**src/rtl/trig_event_latch.sv**
```systemverilog
// Sticky trigger-event latch with a 4-phase req/ack snapshot port.
// Events accumulate into sticky/ovf/cnt and are moved into snap_* on capture.
module trig_event_latch #(
    parameter int WIDTH = 32,
    parameter int CNT_W = 16
) (
    input  logic             sys_clk,
    input  logic             reset_n,
    input  logic [WIDTH-1:0] trig_in,
    input  logic             clr,
    input  logic             req,
    output logic             ack,
    output logic [WIDTH-1:0] snap_data,
    output logic [WIDTH-1:0] snap_ovf,
    output logic [CNT_W-1:0] snap_count,
    output logic             pending
);

    typedef enum logic {
        IDLE,
        ACK
    } state_t;

    state_t state, state_nxt;

    logic [WIDTH-1:0] sticky, sticky_nxt;
    logic [WIDTH-1:0] ovf, ovf_nxt;
    logic [CNT_W-1:0] cnt, cnt_nxt;
    logic [CNT_W-1:0] cnt_sat;
    logic             any_trig;
    logic             capture;

    assign any_trig = |trig_in;
    assign capture  = (state == IDLE) && req;
    assign cnt_sat  = (any_trig && (cnt != '1)) ? cnt + CNT_W'(1) : cnt;
    assign ack      = (state == ACK);

    always_comb begin
        state_nxt  = state;
        sticky_nxt = sticky | trig_in;
        ovf_nxt    = ovf | (sticky & trig_in);
        cnt_nxt    = cnt_sat;
        unique case (state)
            IDLE: if (req) state_nxt = ACK;
            ACK:  if (!req) state_nxt = IDLE;
            default: state_nxt = IDLE;
        endcase
        // capture and clr both empty the accumulators; capture-cycle events
        // land only in the snapshot
        if (capture || clr) begin
            sticky_nxt = '0;
            ovf_nxt    = '0;
            cnt_nxt    = '0;
        end
    end

    always_ff @(posedge sys_clk or negedge reset_n) begin
        if (!reset_n) begin
            state      <= IDLE;
            sticky     <= '0;
            ovf        <= '0;
            cnt        <= '0;
            pending    <= 1'b0;
            snap_data  <= '0;
            snap_ovf   <= '0;
            snap_count <= '0;
        end else begin
            state   <= state_nxt;
            sticky  <= sticky_nxt;
            ovf     <= ovf_nxt;
            cnt     <= cnt_nxt;
            pending <= |sticky_nxt;
            if (capture) begin
                snap_data  <= sticky | trig_in;
                snap_ovf   <= ovf | (sticky & trig_in);
                snap_count <= cnt_sat;
            end
        end
    end

endmodule
```
**config.mk**
```make
export PLATFORM = sky130hd
export DESIGN_NAME = trig_event_latch
export DESIGN_NICKNAME = d
export VERILOG_FILES = /design/src/rtl/trig_event_latch.sv
export SDC_FILE = /design/constraint.sdc
export NUM_CORES = 1
export LEC_CHECK = 0
export CAP_MARGIN = 0
export CORE_MARGIN = 8
export CORE_UTILIZATION = 36
export DETAILED_ROUTE_END_ITERATION = 12
export SLEW_MARGIN = 20
export SYNTH_ARGS = -nofsm -noshare
export SYNTH_HDL_FRONTEND = slang
export SYNTH_SLANG_ARGS = --single-unit
```
**constraint.sdc**
```tcl
create_clock -name sys_clk -period 4.9 [get_ports sys_clk]
set_input_delay 0.98 -clock sys_clk [delete_from_list [all_inputs] [get_ports sys_clk]]
set_output_delay 0.98 -clock sys_clk [all_outputs]
set_load 0.02 [all_outputs]
```
==> qor_table.md <==
| Parameter | Reported | Unit |
|:---|:---|:---|
| Total vias in the final route | 4,652 | - |
| RSZ-0062 raised after global routing | false | - |
| Endpoint class of the critical path | register | - |
| Critical path type | in -> reg | - |
| Hold Startpoint | ovf[31]$_DFF_PN0_ | - |
| Warning count from the yosys run | 0 | - |
| Maximum clock skew at final layout | 0.00755 | ns |
| Share of cell area taken by muxes after synthesis | 0.163 | % |
| Yosys cell types | 38 | - |
| Largest area contributor in the synthesized netlist | sky130_fd_sc_hd__dfrtp_1 | - |
| Fraction of final layout cells sized beyond drive strength 1 | 6.68 | % |
| Top cells by area, synth | sky130_fd_sc_hd__dfrtp_1, sky130_fd_sc_hd__nor2_1, sky130_fd_sc_hd__o21ai_0 | - |
| Reg-to-reg startpoint | ack$_DFF_PN0_ | - |
| Gr usage total | 15.3 | % |
| # clock sinks | 162 | - |
| Max cap viols | 0 | - |
| Post-route DRC | 0 | - |
| TritonCTS buffer count | 17 | - |
| Top routing layer in use | met4 | - |
| Die area | 0.0215 | sq mm |
| Total Power | 3.33 | mW |
| Worst-case clock buffer depth | 2 | - |
| Insertion delay of the later-clocked pin in the worst-skew pair | 0.42 | ns |
| Antenna diode count | 0 | - |
| Post-DR vias/cell | 5.03 | - |
| Total count of hold-check failures in the final report | 0 | - |
| Sequential element share of the synthesized area | 66.1 | % |
| Worst-path maximum fanout | 14 | - |
| Highest ir drop seen on vdd | 260 | uV |
| Initial DRC count | 259 | - |
| Post-cts repair resize count | 0 | - |
| Syn avg cell area | 10.5 | sq um |
| Maximum clock frequency | 0.340 | GHz |
| Hold Crit Class | reg -> reg | - |
| CP cell instances | clkdlybuf4s50_1 > nor4_1 > and4_1 > and2_4 > or3_1 > a31oi_1 | - |
| Maximum number of pins on one net before global-route repair | 102 | - |
| Area added between synthesis and finish | 31.9 | % |
| Count of input and output buffers | 117 | - |
| Period minus WS final | 2.94 | ns |
| Final net count | 730 | - |
| Post-CTS Hold Buffers | 0 | - |
| Worst path required time | 5.14 | ns |
| Final RePlAce weighted congestion | 0.778 | - |
| Area share of fa/ha/maj cells after synthesis | 0.204 | % |
| Clk slew on worst S/H paths | 0.06 | ns |
| Final setup violation count | 0 | - |
| XOR/XNOR Fraction of Synth Area | 0.999 | % |
| CP Launch Type | primary input | - |
| Status | completed | - |
| Total power density per cell area | 412 | mW/mm^2 |
| Initial core utilization | 36.9 | % |
| Worst R2R Path Depth | 5 | - |
| Post-CTS Setup Inserts | 0 | - |
| Routed length on met2 | 7480 | microns |
| CP max stage delay | 0.61 | ns |
| Post-Route Setup TNS | 0 | ns |
| ANT nets after route | 0 | - |
| Post-synthesis net count | 620 | - |
| Worst R2R Setup Slack | 2.62 | ns |
| Largest family of logic cells by synthesized area | simple AND/OR/NAND/NOR gates | - |
| Total count of max-transition violations in the final report | 0 | - |
| Synthesized netlist cell count | 583 | - |
| Synthesized-area fraction occupied by ao, oa, aoi and oai cells | 12.6 | % |
| Number of antenna violations at the first check in global routing | 0 | - |
| Final Core Density | 48.6 | % |
| Number of rows in the core area | 47 | - |
| Horizontal die dimension | 147 | microns |
| Final critical-path share of the clock period | 60.1 | % |
| Post-synthesis instance area | 0.00614 | sq mm |
| Slowest cell on the critical path | sky130_fd_sc_hd__and4_1 | - |
| CTS tree | built | - |
| Detailed Routing Iterations Pass 1 | 5 | - |
| Total length of routed met3 wires | 1190 | microns |
| Number of top-level pins | 118 | - |
| Slew at the pin closest to its max-slew limit | 0.979 | ns |
| HPWL Detailed | 11,100 | microns |
| Number of global-route vias before repair | 4,845 | - |
| Hold Path End | ovf[31]$_DFF_PN0_ | - |
| Tightest hold margin | 0.477 | ns |
| Mean routed wirelength per cell | 17.2 | microns |
| Worst-case headroom to the max-slew limit | 34.6 | % |
| Data arrival, critical path | 3.19 | ns |
| Root Buffer Master | sky130_fd_sc_hd__clkbuf_16 | - |
| Static Leakage | 3.50 | nW |
| Routed wire length | 15,900 | microns |
| H-Tree Depth | 4 | - |
| WL met1 | 7060 | microns |
| Congestion Overflow GR | 0 | - |
| First-pass GRT wire length | 26,200 | microns |
| Area inside the core boundary | 0.0166 | sq mm |
| Min-Delay Path Depth | 2 | - |
| Synth top area share | 66.1 | % |
| Simple-gate area share of the yosys netlist | 17.7 | % |
| End of the worst register-to-register path | pending$_DFF_PN0_ | - |
| Register bit count reported by yosys | 162 | - |
| Die span in y | 147 | microns |
[sequential cells by signal, summed over array words and instances, names as in the netlist]
register    flops
snap_ovf       32
pending         1
ovf            32
ack             1
snap_data      32
cnt            16
snap_count     16
sticky         32
[cell usage in the layout, fill, tap and decap left out, types with 4 or more instances in the layout]
| cell type | instances |
|---|---|
| sky130_fd_sc_hd__nand3_1 | 6 |
| sky130_fd_sc_hd__o21ai_1 | 13 |
| sky130_fd_sc_hd__a21oi_1 | 41 |
| sky130_fd_sc_hd__nor4_1 | 9 |
| sky130_fd_sc_hd__nand2_1 | 77 |
| sky130_fd_sc_hd__clkdlybuf4s50_1 | 116 |
| sky130_fd_sc_hd__a31oi_1 | 7 |
| sky130_fd_sc_hd__o21ai_0 | 67 |
| sky130_fd_sc_hd__a2111oi_2 | 5 |
| sky130_fd_sc_hd__or3_1 | 5 |
| sky130_fd_sc_hd__xnor2_1 | 7 |
| sky130_fd_sc_hd__nand4_1 | 12 |
| sky130_fd_sc_hd__buf_4 | 4 |
| sky130_fd_sc_hd__nor2_1 | 112 |
| sky130_fd_sc_hd__dfrtp_1 | 162 |
| sky130_fd_sc_hd__clkbuf_16 | 17 |
[metal layers]
layer  vias up  track usage [%]
met5         -                0
li1       2209                -
met3        12             6.21
met1      2315             19.0
met4         0             4.74
met2       116             23.9
[report_power, final]
part / total [mW] / internal [mW] / switching (mW)
sequential: 1.50 / 1.44 / 0.0604
combinational: 0.471 / 0.199 / 0.272
clock: 1.36 / 0.838 / 0.521
total: 3.33 / 2.48 / 0.853
[logic make-up after synthesis]
group | count (synthesis)
DFF | 162
buffers and inverters | 31
xor gates and xnor gates | 7
and+or+nand+nor | 242
muxes | 1
adders and majority gates | 1
AOI/OAI and AO/OA | 139
[worst max path at each step]
| stage | start | endpoint | slack (ns) | depth (start not counted) |
|---|---|---|---|---|
| 2_1_floorplan | trig_in[20] | snap_count[3]$_DFFE_PN0P_ | 2.68 | 6 |
| 3_3_place_gp | req | pending$_DFF_PN0_ | 1.56 | 6 |
| 3_5_place_dp | req | pending$_DFF_PN0_ | 1.47 | 6 |
| 4_1_cts | req | pending$_DFF_PN0_ | 1.93 | 6 |
| 5_1_grt | req | pending$_DFF_PN0_ | 1.77 | 6 |
| 6_report | trig_in[12] | snap_count[6]$_DFFE_PN0P_ | 1.96 | 6 |
[critical path, delay by kind of cell]
kind	cells	cell delay [ns]
compound gates	1	0.09
buf+inv	1	0.44
simple gates	4	1.67
[cells in the mapped netlist, drive strengths merged]
| master | number |
|---|---|
| ha | 1 |
| nand2 | 77 |
| and2 | 3 |
| nor3 | 2 |
| a21oi | 42 |
| and3 | 2 |
| or4 | 3 |
| nor4 | 10 |
| a2111oi | 5 |
| dfrtp | 162 |
| nand4 | 13 |
| and4 | 4 |
| clkbuf | 21 |
| o21ai | 80 |
| o31ai | 2 |
| nand2b | 2 |
| inv | 1 |
| or3 | 5 |
| a211oi | 2 |
| nor2 | 112 |
| mux2i | 1 |
| a41oi | 1 |
| buf | 9 |
| and4b | 1 |
| nor2b | 1 |
| a31oi | 7 |
| xnor2 | 7 |
| nand3b | 1 |
| nand3 | 6 |
[layout make-up]
| class | instances | area [sq um] |
|---|---|---|
| multi-input cells | 390 | 1950 |
| clock buffers | 22 | 474 |
| fillers | 1538 | 8550 |
| clock inverters | 8 | 128 |
| repair buffers | 121 | 1200 |
| inverters | 1 | 3.75 |
| flip-flops and latches | 162 | 4050 |
| well taps | 220 | 275 |
[per-stage QoR]
step / cells / cell area, sq um / worst slack, ns
after detailed placement: 894 / 7490 / 1.47
final: 924 / 8090 / 1.96
after CTS: 924 / 8090 / 1.93
after floorplan: 583 / 6140 / 2.68
after global routing: 924 / 8090 / 1.77
after global placement: 894 / 7490 / 1.56
(Power assumes the default switching activity.)
